$ cat config.mk
export PLATFORM = sky130hd
export DESIGN_NAME = branch_resolve
export DESIGN_NICKNAME = d
export VERILOG_FILES = /design/src/rtl/branch_resolve_pkg.sv /design/src/rtl/branch_resolve_fifo.sv /design/src/rtl/branch_resolve.sv
export SDC_FILE = /design/constraint.sdc
export NUM_CORES = 1
export LEC_CHECK = 0
export BUFFER_PORTS_ARGS = -buffer_cell sky130_fd_sc_hd__buf_2
export CORE_UTILIZATION = 40
export DETAILED_ROUTE_END_ITERATION = 7
export PLACE_DENSITY = 0.66
export SLEW_MARGIN = 15
export SYNTH_ARGS = -nofsm -noshare
export SYNTH_HDL_FRONTEND = slang
export SYNTH_HIERARCHICAL = 1
export SYNTH_SLANG_ARGS = --single-unit
$ cat constraint.sdc
create_clock -name clk -period 8.15 [get_ports clk]
set_clock_uncertainty 0.05 [all_clocks]
set_input_delay 0.815 -clock clk [delete_from_list [all_inputs] [get_ports clk]]
set_output_delay 0.815 -clock clk [all_outputs]
set_load 0.01 [all_outputs]
$ cat src/rtl/branch_resolve_pkg.sv
// Shared types for the branch resolution unit: FSM encoding, instruction size, fetch record.
// Record fields are REC_XLEN wide and must match the XLEN the top is built with.
package branch_resolve_pkg;

  typedef enum logic {
    ST_RUN   = 1'b0,
    ST_FLUSH = 1'b1
  } state_t;

  localparam int INSTR_BYTES = 4;
  localparam int REC_XLEN    = 32;

  typedef struct packed {
    logic [REC_XLEN-1:0] pc;
    logic [REC_XLEN-1:0] pred_pc;
    logic                is_branch;
  } rec_t;

endpackage

$ cat src/rtl/branch_resolve_fifo.sv
// resolve_fifo: in-order queue of fetch records; push/pop take effect on the next edge.
// Push when full is dropped unless a pop happens the same cycle; clear wins over push/pop.
module resolve_fifo #(
  parameter int  DEPTH = 4,
  parameter type rec_t = logic,
  localparam int AW    = $clog2(DEPTH),
  localparam int CW    = $clog2(DEPTH + 1)
) (
  input  logic          clk,
  input  logic          rst,
  input  logic          push,
  input  rec_t          push_dat,
  input  logic          pop,
  input  logic          clear,
  output rec_t          head_dat,
  output logic          full,
  output logic          empty,
  output logic [CW-1:0] count
);

  rec_t          mem [DEPTH];
  logic [AW-1:0] rd_ptr;
  logic [AW-1:0] wr_ptr;
  logic          wr_ok;
  logic          rd_ok;

  assign full     = (count == CW'(DEPTH));
  assign empty    = (count == '0);
  assign rd_ok    = pop && !empty;
  assign wr_ok    = push && (!full || rd_ok) && !clear;
  assign head_dat = mem[rd_ptr];

  always_ff @(posedge clk) begin
    if (wr_ok) mem[wr_ptr] <= push_dat;
  end

  // Pointers are exactly log2(DEPTH) bits, so increment wraps for free.
  always_ff @(posedge clk) begin
    if (rst || clear) begin
      rd_ptr <= '0;
      wr_ptr <= '0;
      count  <= '0;
    end else begin
      if (wr_ok) wr_ptr <= wr_ptr + AW'(1);
      if (rd_ok) rd_ptr <= rd_ptr + AW'(1);
      case ({wr_ok, rd_ok})
        2'b10:   count <= count + CW'(1);
        2'b01:   count <= count - CW'(1);
        default: count <= count;
      endcase
    end
  end

endmodule

$ cat src/rtl/branch_resolve.sv
// branch_resolve: compares resolved next PC against IF's prediction, trains predictor, flushes.
// Feedback/flush registered (cycle after resolve); push dropped when full, on mispredict, in FLUSH.
// Optional BRANCH_RESOLVE_STATS_EN adds stat_branches / stat_mispredicts counters.
module branch_resolve
  import branch_resolve_pkg::*;
#(
  parameter int  DEPTH = 4,
  parameter int  XLEN  = 32,
  localparam int CW    = $clog2(DEPTH + 1)
) (
  input  logic            clk,
  input  logic            rst,
  input  logic            push,
  input  logic [XLEN-1:0] push_pc,
  input  logic [XLEN-1:0] push_pred_pc,
  input  logic            push_is_branch,
  output logic            full,
  output logic            empty,
  output logic [CW-1:0]   count,
  input  logic            resolve_valid,
  input  logic            resolve_taken,
  input  logic [XLEN-1:0] resolve_target,
  output logic            branch,
  output logic            branch_taken,
  output logic            flush,
  output logic [XLEN-1:0] redirect_pc
`ifdef BRANCH_RESOLVE_STATS_EN
  ,
  output logic [31:0]     stat_branches,
  output logic [31:0]     stat_mispredicts
`endif
);

  state_t          state;
  state_t          state_nxt;
  rec_t            push_rec;
  rec_t            head;
  logic            pop;
  logic            clear;
  logic            push_en;
  logic            mispredict;
  logic [XLEN-1:0] actual_npc;

  assign push_rec = '{pc: push_pc, pred_pc: push_pred_pc, is_branch: push_is_branch};

  resolve_fifo #(
    .DEPTH (DEPTH),
    .rec_t (rec_t)
  ) u_fifo (
    .clk      (clk),
    .rst      (rst),
    .push     (push_en),
    .push_dat (push_rec),
    .pop      (pop),
    .clear    (clear),
    .head_dat (head),
    .full     (full),
    .empty    (empty),
    .count    (count)
  );

  // Non-branch records still mispredict if IF guessed anything but the fall-through PC.
  assign actual_npc = (resolve_taken && head.is_branch) ? resolve_target
                                                        : head.pc + XLEN'(INSTR_BYTES);
  assign mispredict = (actual_npc != head.pred_pc);

  always_comb begin
    state_nxt = state;
    pop       = 1'b0;
    clear     = 1'b0;
    push_en   = 1'b0;
    case (state)
      ST_RUN: begin
        pop     = resolve_valid && !empty;
        clear   = pop && mispredict;
        push_en = push && !clear;
        if (clear) state_nxt = ST_FLUSH;
      end
      ST_FLUSH: state_nxt = ST_RUN;
      default:  state_nxt = ST_RUN;
    endcase
  end

  always_ff @(posedge clk) begin
    if (rst) begin
      state        <= ST_RUN;
      branch       <= 1'b0;
      branch_taken <= 1'b0;
      redirect_pc  <= '0;
    end else begin
      state        <= state_nxt;
      branch       <= pop && head.is_branch;
      branch_taken <= pop && head.is_branch && resolve_taken;
      if (clear) redirect_pc <= actual_npc;
    end
  end

  assign flush = (state == ST_FLUSH);

`ifdef BRANCH_RESOLVE_STATS_EN
  always_ff @(posedge clk) begin
    if (rst) begin
      stat_branches    <= '0;
      stat_mispredicts <= '0;
    end else begin
      if (pop && head.is_branch) stat_branches <= stat_branches + 32'd1;
      if (clear)                 stat_mispredicts <= stat_mispredicts + 32'd1;
    end
  end
`endif

endmodule

Yosys cells after proc, flatten, opt, wreduce, memory -nomap -nowiden --
Memory sizes are Yosys's and may differ from the RTL's. A register that Yosys moved wholly into a read port is not among the register bits. Cells that the tools add are included.
Operators by class: add/sub/neg operators 5, equality and inequality tests 4, multiplexer cells 11, bitwise gates (word level) 1, reductions and logical operators 17
Operator list (count):
- $add 32x3->32 const B | 1
- $mux 32 | 1
- $ne 32x32->1 | 1
- $logic_and 1x1->1 | 9
- $mux 1 | 6
- $pmux 3 s2 | 1
- $add 2x1->2 const B | 2
- $logic_not 1->1 | 4
- $mux 2 | 2
- $add 3x1->3 const B | 1
- $eq 3x3->1 const B | 1
- $logic_not 3->1 | 1
- $sub 3x1->3 const B | 1
- $eq 2x1->1 const B | 1
- $eq 2x2->1 const B | 1
- $logic_or 1x1->1 | 2
- $pmux 1 s2 | 1
- $reduce_bool 2->1 | 1
- $not 1->1 | 1
Storage, ports and cells: register bits after elaboration 42, bits in writable memories 260, bits of input ports 102, output and inout bits 40, memories kept 1
Memories:
- u_fifo.mem | depth 4, bits a word 65, rd ports 1, clocked after Yosys merged registers in 1, wr ports 1, RTL line branch_resolve_fifo.sv:21 | rec_t mem [DEPTH];

Logic depth before layout (Yosys ltp) --
Gate-level depths: netlist of run 1.
depth in word-level cells 11, depth in mapped cells 24, gate-level depth less buffers 20

Hierarchy --
Netlist of run 1, hierarchy kept.
Modules (own cells, without submodules):
- resolve_fifo | times used 1, cells an instance 396, area an instance 9917.0 um^2, seq. area each 7987.7 um^2
- branch_resolve | times used 1, cells an instance 508, area an instance 3688.5 um^2, seq. area each 700.7 um^2

Worst setup path after synthesis of run 1 --
Ideal clock, no wire load.
path type register to register, start reg with a tool-made name, end mem u_fifo/mem[0][0] (netlist name), enable pin, library setup time 0.430 ns, data arrival time 5.962 ns, setup slack 1.708 ns, cell stages (with the launch flop) 18, buffers on the path 3, clock period less this slack 6.442 ns, cells stage by stage dfxtp_1 -> buf_6 -> buf_12 -> mux4_2 -> ha_1 -> nand3_1 -> or4_1 -> nor4_1 -> nor3b_1 -> a2111oi_4 -> a31oi_2 -> nor4_4 -> buf_2 -> nor3b_1 -> nor3b_1 -> inv_1 -> nor3_1 -> and2_1
RTL lines (RTL line):
- to (decl) | branch_resolve_fifo.sv:21

==> results_dict.tcl, run 1 <==
set metrics [dict create \
    critPathRequiredTime_ps 8580 \
    dominantRegCellSynth "edfxtp_1" \
    tns_ps 0 \
    first_pass_iters 5 \
    synth_compound_area_frac 0.0701 \
    p_leak_nw 5.15 \
    ios 142 \
    yosys_warnings 6 \
    postSynthCellCount 904 \
    clock-root-buffer "clkbuf_16" \
    vias 8448 \
    ant_nets 0 \
    rrSetupSlack_ps 1450 \
    num-nets-final 1139 \
    die_area_um2 34800 \
    path_clk_slew_ps 60 \
    synth_area_leader_cell "edfxtp_1" \
    syn-num-nets 1013 \
    path_cells "mux4_2, ha_1, nand3_1, or4_1, nor4_1, nor3b_1, a2111oi_4, a31oi_2, nor4_4, nor3b_1, nor3b_1, inv_1, nor3_1, inv_1, ha_1, inv_1, fa_1, xor2_1, or3_1, a21oi_1" \
    cts_setup_buffers 0 \
    die_y_um 186 \
    p_per_area_nw_per_um2 297 \
    path_delay_family "simple AND/OR/NAND/NOR gates" \
    drtIter0Drc 653 \
    finalSetupViolCount 0 \
    gp_congestion 1.01 \
    fp.dieW_um 186 \
    ctsHtreeMaxLevel 1 \
    ys_seq_area_frac 0.639 \
    fin_crit_sh 0.822 \
    grt_start_max_net_pins 66 \
    grt_pass1_wl_um 53100 \
    stdcell_count 1503 \
    grt.overflow.total 0 \
    worst_slew_pin_slew_ps 998 \
    cts-resized-gates 0 \
    synth_simple_gate_area_frac 0.0959 \
    synth-edff-count 260 \
    synthToLayoutAreaGrowth_pct 14.5 \
    numClockSinks 304 \
    hpwl_um 25400 \
    status "completed" \
    clkLatencyLatePin_ps 580 \
    synth_common_cells "260 x edfxtp_1, 65 x mux4_2, 57 x o21ai_0, 44 x a21oi_1, 44 x dfxtp_1" \
    critPathKind "reg2reg" \
    via_per_inst 5.62 \
    routed_wl_um 35300 \
    wl_per_cell_um 23.5 \
    cts_tree "yes" \
    synth_cell_types 70 \
    synthXorXnorAreaFrac 0.0458 \
    max-slew-margin-rel 0.330 \
    crit_buf_inv 3 \
    synth.most_common_cell "edfxtp_1" \
    critPathMaxFanout 24 \
    grt_pass1_vias 8380 \
    synth_area_um2 13600 \
    synth-adder-area-share 0.00699 \
    grt_usage 0.203 \
    numCtsBuffers 30 \
    layout-drive-gt1-share 0.275 \
    vdd_drop_max_uv 163 \
    synth_top_family_by_area "multiplexers" \
    antenna_found_initial 5 \
    crit_arrival_ps 7120 \
    ys_seq_elements 304 \
    hold_path.class "in2reg" \
    syn_area_per_cell_um2 15.1 \
    finalCriticalPeriod_ps 6700 \
    rows 67 \
    maxSlewViolCount 0 \
    start_kind "flop" \
    maxCapViolCount 0 \
    cp_slowest_cell "dfxtp_2" \
    ys_async_sr_fraction 0 \
    start_util 0.406 \
    synth.top_cell.area_share 0.574 \
    dp_cells 1446 \
    fmax_mhz 149 \
    drc 0 \
    slowest_delay_ps 740 \
    core_area_um2 33500 \
    end_kind "flop" \
    clock_path_buffers 3 \
    portBuffers 141 \
    finalHoldViolations 0 \
    netlist_top_cells_area "edfxtp_1 57%, mux4_2 11%, dfxtp_1 6.5%" \
    rsz0062_at_grt "false" \
    synth_mux_area_frac 0.111 \
    hold_buffers 0 \
]
-- cell families (layout without fill, tap and decap cells) --
logic type,after synthesis,in the layout
other,0,1
adders and majority gates,7,7
AOI/OAI and AO/OA,153,153
xor gates and xnor gates,68,68
muxes,70,70
and+or+nand+nor,224,224
DFF,304,304
buffers and inverters,78,228
-- layout make-up --
| class | instances | area (µm²) |
|---|---|---|
| timing repair buffer | 151 | 843 |
| clock buffer | 42 | 796 |
| fill | 2959 | 18000 |
| multi-input combinational | 522 | 4500 |
| clock inverter | 14 | 108 |
| inverter | 21 | 78.8 |
| sequential | 304 | 8690 |
| antenna | 1 | 2.50 |
| tap | 448 | 561 |
-- metal layers --
layer	wire [µm]	part of all wire	GRT usage
met1	15200	0.43	0.286
met2	16300	0.46	0.315
met3	2670	0.075	0.0376
met4	1110	0.031	0.0728
met5	49	0.0014	0
-- layout by cell type (no fill, tap or decap), types with 6 or more instances in the layout --
master / instances
edfxtp_1: 260
buf_2: 141
mux4_2: 65
o21ai_0: 57
a21oi_1: 44
dfxtp_1: 42
nand2_1: 39
xor2_1: 36
nand3_1: 32
nor2_1: 32
xnor2_1: 30
clkbuf_16: 30
inv_1: 21
nand4_1: 16
nor3_1: 15
nor4_1: 13
or3_1: 12
clkbuf_1: 12
nand3_2: 10
a31oi_1: 8
and4_1: 7
nor3b_1: 7
and3_1: 6
o31ai_1: 6
a211oi_1: 6
ha_1: 6
-- flip-flops by register name, indices dropped and copies added, names as in the netlist, named ones only --
name / cells
u_fifo/count: 3
flush: 1
redirect_pc: 32
u_fifo/mem: 260
u_fifo/rd_ptr: 2
u_fifo/wr_ptr: 2
branch: 1
branch_taken: 1
-- through the flow --
stage | instance area (µm²) | utilization | setup slack [ps] | total power (W) | hold slack, ps
after detailed placement | 14700 | 0.438 | 1500 | 0.00338 | 415
after global routing | 15600 | 0.465 | 854 | 0.00483 | 385
after CTS | 15600 | 0.465 | 1480 | 0.00465 | 395
after floorplan | 13600 | - | 1710 | 0.00294 | 409
after global placement | 14700 | 0.438 | 1720 | 0.00337 | 408
final | 15600 | 0.465 | 1450 | 0.00463 | 408
-- where the power goes --
group / internal, W / switching, W
combinational: 0.000487 / 0.000847
clock: 0.000712 / 0.000561
sequential: 0.00194 / 0.0000802
-- worst reg2reg max path, stage by stage (launching register included) --
cell	delay [ps]
dfxtp_2	740
mux4_2	430
ha_1	200
nand3_1	460
or4_1	730
nor4_1	520
nor3b_1	170
a2111oi_4	370
a31oi_2	180
nor4_4	660
nor3b_1	110
nor3b_1	370
inv_1	120
nor3_1	410
inv_1	90
ha_1	240
inv_1	80
fa_1	190
xor2_1	80
or3_1	300
a21oi_1	150
-- path summary, 6_finish.rpt --
path | from | end | cells past startpoint
setup / recovery | flop | u_fifo/count[2] | 20
setup reg to reg | flop | u_fifo/count[2] | 20
hold / removal | push_pc[28] | u_fifo/mem[3][61] | 1
hold reg to reg | redirect_pc[30] | redirect_pc[30] | 2
(Power assumes the default switching activity.)
==> run 2, diff against run 1 <==
--- a/config.mk
+++ b/config.mk
@@ -5,6 +5,7 @@
 export SDC_FILE = /design/constraint.sdc
 export NUM_CORES = 1
 export LEC_CHECK = 0
+export ABC_AREA = 1
 export BUFFER_PORTS_ARGS = -buffer_cell sky130_fd_sc_hd__buf_2
 export CORE_UTILIZATION = 40
 export DETAILED_ROUTE_END_ITERATION = 7
==> constraint.sdc (replaced) <==
create_clock -name clk -period 6.6 [get_ports clk]
set_clock_uncertainty 0.05 [all_clocks]
set_input_delay 0.66 -clock clk [delete_from_list [all_inputs] [get_ports clk]]
set_output_delay 0.66 -clock clk [all_outputs]
set_load 0.01 [all_outputs]
==> run 2 against run 1 <==
Compared with the run above:
- sequential share of layout area decreased by 3.0 points
- largest power group unchanged
- largest cell class unchanged
- highest routed layer is now met4
- cell area up 5.8%
- critical endpoint is now u_fifo/mem[2][32]
- sequential power grew 29%
- cell count rose by 33%
==> results_dict.tcl, run 2 <==
set metrics [dict create \
    status "completed" \
    grt_pass1_wl_um 55100 \
    ys_async_sr_fraction 0 \
    ys_seq_elements 304 \
    hold_path.class "in2reg" \
    vdd_drop_max_uv 246 \
    clock_path_buffers 3 \
    wl_per_cell_um 18.3 \
    fmax_mhz 172 \
    start_kind "flop" \
    start_util 0.408 \
    synth_top_family_by_area "simple AND/OR/NAND/NOR gates" \
    clkLatencyLatePin_ps 520 \
    crit_buf_inv 4 \
    clock_power_share 0.303 \
    crit_arrival_ps 5980 \
    end_kind "flop" \
    dominantRegCellSynth "edfxtp_1" \
    synthXorXnorAreaFrac 0.00124 \
    p_switching_w 0.00227 \
    synth_area_um2 14100 \
    die_area_um2 36100 \
    synth.top_cell.area_share 0.552 \
    via_per_inst 5.14 \
    finalSetupViolCount 0 \
    cts_setup_buffers 0 \
    finalCriticalPeriod_ps 5810 \
    rows 68 \
    grt.overflow.total 0 \
    regArea_um2 8690 \
    hold_buffers 0 \
    gp_congestion 0.930 \
    ctsHtreeMaxLevel 2 \
    final_common_cell "nand2_1" \
    routed_wl_um 36600 \
    postSynthCellCount 1388 \
    syn_area_per_cell_um2 10.2 \
    cts_tree "yes" \
    cp_slowest_cell "inv_6" \
    diodes 0 \
    synth.most_common_cell "nand2_1" \
    synth_cell_types 44 \
    fin_crit_sh 0.881 \
    drc 0 \
    ys_seq_area_frac 0.615 \
    tns_ps 0 \
    seqPwrFrac 0.395 \
    layout-drive-gt1-share 0.218 \
    first_pass_iters 5 \
    power.internal_w 0.00431 \
    critPathMaxFanout 77 \
    grt_start_max_net_pins 78 \
    nFillCells 3166 \
    worst_slew_pin_slew_ps 925 \
    ios 142 \
    syn-num-nets 1497 \
    drtIter0Drc 841 \
    synth-adder-area-share 0.00673 \
    core_area_um2 34600 \
    numCtsBuffers 34 \
    path_delay_family "simple AND/OR/NAND/NOR gates" \
    path_clk_slew_ps 60 \
    yosys_warnings 6 \
    synthToLayoutAreaGrowth_pct 16.6 \
    antenna_found_initial 0 \
    slowest_delay_ps 650 \
    path_cells "inv_6, nor2_1, o22ai_1, nand2_1, nor2_2, nand2_1, nor2_4, nand3_1, nand3_1, o21ai_1, nand2_1, nand2_1, nor2_1, nand2_1, nor2_2, nand3_4, nand2_8, inv_6, inv_1, nand3_1, nor2_4, buf_12" \
    power_frac_comb 0.302 \
    critPathRequiredTime_ps 6770 \
    finalHoldViolations 0 \
    maxCapViolCount 0 \
    reg.largest.list "u_fifo/mem: 260 flops, redirect_pc: 32 flops, u_fifo/count: 3 flops" \
    switching_share 0.345 \
    top_register "u_fifo/mem" \
    ant_nets 0 \
    rsz0062_at_grt "false" \
    synth_common_cells "277 x nand2_1, 260 x edfxtp_1, 217 x nor2_1, 101 x inv_1, 96 x o21ai_0" \
    grt_pass1_vias 9470 \
    cts-resized-gates 0 \
    critPathKind "reg2reg" \
    layout_common_cells "276 x nand2_1, 260 x edfxtp_1, 212 x nor2_1, 141 x buf_2, 101 x inv_1" \
    p_leak_nw 6.50 \
    netlist_top_cells_area "edfxtp_1 55%, nand2_1 7.4%, dfxtp_1 6.2%" \
    synth-edff-count 260 \
    synth_area_leader_cell "edfxtp_1" \
    clock-root-buffer "clkbuf_16" \
    hpwl_um 25700 \
    numClockSinks 304 \
    vias 10290 \
    multiInputGateArea_um2 4660 \
    p_per_area_nw_per_um2 400 \
    portBuffers 141 \
    num-nets-final 1633 \
    fp.dieW_um 190 \
    synth_simple_gate_area_frac 0.225 \
    fin_util 0.476 \
    maxSlewViolCount 0 \
    path_common_cell "nand2_1" \
    max-slew-margin-rel 0.383 \
    synth_mux_area_frac 0 \
    largest_reg_flops 260 \
    grt_usage 0.203 \
    die_y_um 190 \
    synth_compound_area_frac 0.0942 \
]
run 2: cell count changes after synthesis, moves of 40 or more:
cell,delta
inv_1,+80
mux4_2,-65
a21oi_1,-40
nand2_1,+238
nand3_1,+53
o22ai_1,+43
nor2_1,+185
run 2: logic make-up (layout without fill, tap and decap cells):
| logic type | Yosys count | after routing |
|---|---|---|
| compound gates | 217 | 217 |
| xor+xnor | 2 | 2 |
| fa+ha+maj | 7 | 7 |
| buf+inv | 166 | 326 |
| flops | 304 | 304 |
| simple gates | 692 | 692 |
run 2: through the flow:
| stage | hold slack (ps) | area (µm²) | total power [W] | setup slack, ps | cells |
|---|---|---|---|---|---|
| 2_1_floorplan | 431 | 14100 | 0.00400 | 139 | 1388 |
| 3_3_place_gp | 399 | 15300 | 0.00458 | 947 | 1943 |
| 3_5_place_dp | 412 | 15300 | 0.00462 | 812 | 1943 |
| 4_1_cts | 280 | 16500 | 0.00662 | 784 | 2003 |
| 5_1_grt | 288 | 16500 | 0.00693 | 307 | 2003 |
| 6_report | 297 | 16500 | 0.00658 | 787 | 2003 |
run 2: routing by layer:
layer / GRT usage / wire length [µm] / up-vias / share of wire
li1: - / - / 5012 / -
met2: 0.319 / 16800 / 344 / 0.46
met3: 0.0290 / 2330 / 50 / 0.063
met1: 0.291 / 16700 / 4884 / 0.45
met5: 0 / 0 / - / 0
met4: 0.0614 / 822 / 0 / 0.022
run 2: path summary, 6_finish.rpt:
check                  start                 to  slack [ps]  depth (start not counted)
min              push_pc[28]  u_fifo/mem[2][61]         300                          1
max                     flop  u_fifo/mem[2][32]         790                         22
max reg2reg             flop  u_fifo/mem[2][32]         790                         22
min reg2reg  redirect_pc[28]    redirect_pc[28]         430                          2
run 2: worst reg2reg max path: stages (launching register included):
cell	delay [ps]
dfxtp_4	480
inv_6	660
nor2_1	120
o22ai_1	460
nand2_1	180
nor2_2	310
nand2_1	150
nor2_4	190
nand3_1	100
nand3_1	150
o21ai_1	110
nand2_1	80
nand2_1	50
nor2_1	140
nand2_1	80
nor2_2	130
nand3_4	300
nand2_8	270
inv_6	130
inv_1	90
nand3_1	360
nor2_4	640
buf_12	270
run 2: area by class of cell:
cell class	instances	share of cell area
multi-input cells	918	0.283
well taps	455	0.0345
repair buffers	160	0.0576
inverters	106	0.0248
clock buffers	41	0.0557
flip-flops and latches	304	0.528
clock inverters	19	0.0172
run 2: power groups by stage:
stage	Combinational, W	Sequential (W)	Clock [W]
after global routing	0.00219	0.00263	0.00210
after detailed placement	0.00197	0.00264	0
after global placement	0.00195	0.00263	0
after CTS	0.00199	0.00261	0.00203
after floorplan	0.00133	0.00266	0
final	0.00199	0.00260	0.00199
==> run 3, diff against run 2 <==
--- a/config.mk
+++ b/config.mk
@@ -9,9 +9,9 @@
 export BUFFER_PORTS_ARGS = -buffer_cell sky130_fd_sc_hd__buf_2
 export CORE_UTILIZATION = 40
 export DETAILED_ROUTE_END_ITERATION = 7
+export HOLD_SLACK_MARGIN = 0.15
 export PLACE_DENSITY = 0.66
 export SLEW_MARGIN = 15
 export SYNTH_ARGS = -nofsm -noshare
 export SYNTH_HDL_FRONTEND = slang
-export SYNTH_HIERARCHICAL = 1
 export SYNTH_SLANG_ARGS = --single-unit
==> run 3 against run 2 <==
Compared with the run above:
- via count up 9.4%
- first-iteration DRC count grew 17%
- cell area up 0.14%
- global-route usage increased by 1.7 points
- area after synthesis increased by 1.4%
- sequential power about the same
- highest routed layer unchanged
- flip-flop and latch count stayed put
==> results_dict.tcl, run 3 <==
set metrics [dict create \
    hold_path.class "in2reg" \
    synth_area_leader_cell "edfxtp_1" \
    grt.overflow.total 0 \
    finalCriticalPeriod_ps 5200 \
    fp.dieW_um 191 \
    antenna_found_initial 0 \
    postSynthCellCount 1587 \
    start_kind "flop" \
    critPathKind "reg2reg" \
    synth_cell_types 34 \
    top_register "u_fifo.mem" \
    syn_area_per_cell_um2 9.04 \
    path_common_cell "nand2_1" \
    synth_mux_area_frac 0 \
    synth_simple_gate_area_frac 0.290 \
    synth_top_family_by_area "simple AND/OR/NAND/NOR gates" \
    die_area_um2 36600 \
    yosys_warnings 0 \
    cts_setup_buffers 0 \
    cp_slowest_cell "dfxtp_4" \
    critPathMaxFanout 53 \
    placed_area_um2 15500 \
    via_per_inst 5.11 \
    synth_common_cells "705 x nand2_1, 260 x edfxtp_1, 121 x nor2_1, 113 x nand3_1, 99 x inv_1" \
    first_pass_iters 5 \
    syn-num-nets 1696 \
    cts-resized-gates 0 \
    drc 0 \
    core_area_um2 34900 \
    die_y_um 191 \
    clkLatencyLatePin_ps 510 \
    clock_path_buffers 3 \
    clock_power_share 0.252 \
    netlist_top_cells_area "edfxtp_1 54%, nand2_1 18%, dfxtp_1 6.1%" \
    reg.largest.list "u_fifo.mem: 260 flops, redirect_pc: 32 flops, u_fifo.count: 3 flops" \
    finalHoldViolations 0 \
    ios 142 \
    crit_buf_inv 3 \
    maxSlewViolCount 0 \
    layout-drive-gt1-share 0.153 \
    hold_buffers 0 \
    synthXorXnorAreaFrac 0.00244 \
    grt_pass1_vias 10585 \
    wl_per_cell_um 18.1 \
    synth_compound_area_frac 0.0428 \
    vdd_drop_max_uv 234 \
    dominantRegCellSynth "edfxtp_1" \
    synth.top_cell.area_share 0.544 \
    path_delay_family "simple AND/OR/NAND/NOR gates" \
    power_frac_comb 0.381 \
    ys_seq_elements 304 \
    grt_usage 0.220 \
    worst_slew_pin_slew_ps 828 \
    diodes 0 \
    routed_wl_um 39900 \
    critPathRequiredTime_ps 6980 \
    end_kind "flop" \
    gp_congestion 1.00 \
    synth.most_common_cell "nand2_1" \
    layout_common_cells "705 x nand2_1, 260 x edfxtp_1, 141 x buf_2, 117 x nor2_1, 112 x nand3_1" \
    switching_share 0.397 \
    stdcell_area_um2 16500 \
    final_common_cell "nand2_1" \
    portBuffers 141 \
    largest_reg_flops 260 \
    synth_area_um2 14300 \
    status "completed" \
    rsz0062_at_grt "false" \
    nFillCells 3324 \
    slowest_delay_ps 730 \
    fin_crit_sh 0.788 \
    p_per_area_nw_per_um2 428 \
    p_switching_w 0.00280 \
    maxCapViolCount 0 \
    max-slew-margin-rel 0.448 \
    seqPwrFrac 0.367 \
    synth-edff-count 260 \
    clock-root-buffer "clkbuf_16" \
    rows 68 \
    start_util 0.411 \
    numCtsBuffers 34 \
    vias 11254 \
    fmax_mhz 192 \
    cts_tree "yes" \
    ys_async_sr_fraction 0 \
    power.internal_w 0.00426 \
    crit_arrival_ps 5580 \
    synth-adder-area-share 0.00663 \
    p_leak_nw 7.11 \
    grt_pass1_wl_um 60500 \
    ant_nets 0 \
    path_clk_slew_ps 60 \
    drtIter0Drc 983 \
    tns_ps 0 \
    ys_seq_area_frac 0.606 \
    numClockSinks 304 \
    grt_start_max_net_pins 69 \
    finalSetupViolCount 0 \
    num-nets-final 1832 \
    hpwl_um 27800 \
    synthToLayoutAreaGrowth_pct 15.1 \
    ctsHtreeMaxLevel 2 \
]
==> run 3: power by group through the flow <==
stage | clock [W] | sequential [W] | combinational [W]
2_1_floorplan | 0 | 0.00263 | 0.00180
3_3_place_gp | 0 | 0.00262 | 0.00264
3_5_place_dp | 0 | 0.00263 | 0.00266
4_1_cts | 0.00181 | 0.00259 | 0.00268
5_1_grt | 0.00188 | 0.00262 | 0.00300
6_report | 0.00178 | 0.00259 | 0.00269
==> run 3: logic make-up (layout without fill, tap and decap cells) <==
| kind of cell | Yosys count | in the layout |
|---|---|---|
| AO/OA/AOI/OAI | 99 | 99 |
| adder cells (fa/ha/maj) | 7 | 7 |
| AND/OR/NAND/NOR | 1011 | 1011 |
| flip-flops | 304 | 304 |
| XOR/XNOR | 4 | 4 |
| buffers and inverters | 162 | 323 |
==> run 3: through the flow <==
stage	utilization	cells	worst slack, ps	total power (W)	hold slack, ps
final	0.473	2203	1400	0.00706	317
after global routing	0.473	2203	960	0.00750	314
after CTS	0.473	2203	1520	0.00708	300
after detailed placement	0.443	2142	1550	0.00529	378
after global placement	0.443	2142	1440	0.00526	375
after floorplan	-	1587	829	0.00443	412
==> run 3: final timing paths <==
kind / cells past startpoint / end / from / slack, ps
setup / recovery: 26 / u_fifo.count[1] / flop / 1400
hold reg to reg: 2 / redirect_pc[12] / redirect_pc[12] / 390
hold / removal: 1 / u_fifo.mem[3][61] / push_pc[28] / 320
setup reg to reg: 26 / u_fifo.count[1] / flop / 1400
==> run 3: metal layers <==
| metal | vias to the layer above | global-route usage | wire length [µm] |
|---|---|---|---|
| li1 | 5494 | - | - |
| met1 | 5275 | 0.304 | 17600 |
| met2 | 413 | 0.350 | 18200 |
| met3 | 72 | 0.0397 | 3040 |
| met4 | 0 | 0.0678 | 1080 |
| met5 | - | 0 | 0 |
==> run 3: cell type report <==
class	instances	area [µm²]	area share
multi-input combinational	1121	4940	0.299
timing repair buffer	160	873	0.0529
inverter	102	387	0.0234
tap	455	569	0.0345
clock inverter	11	86.3	0.00523
sequential	304	8690	0.527
clock buffer	50	956	0.0579
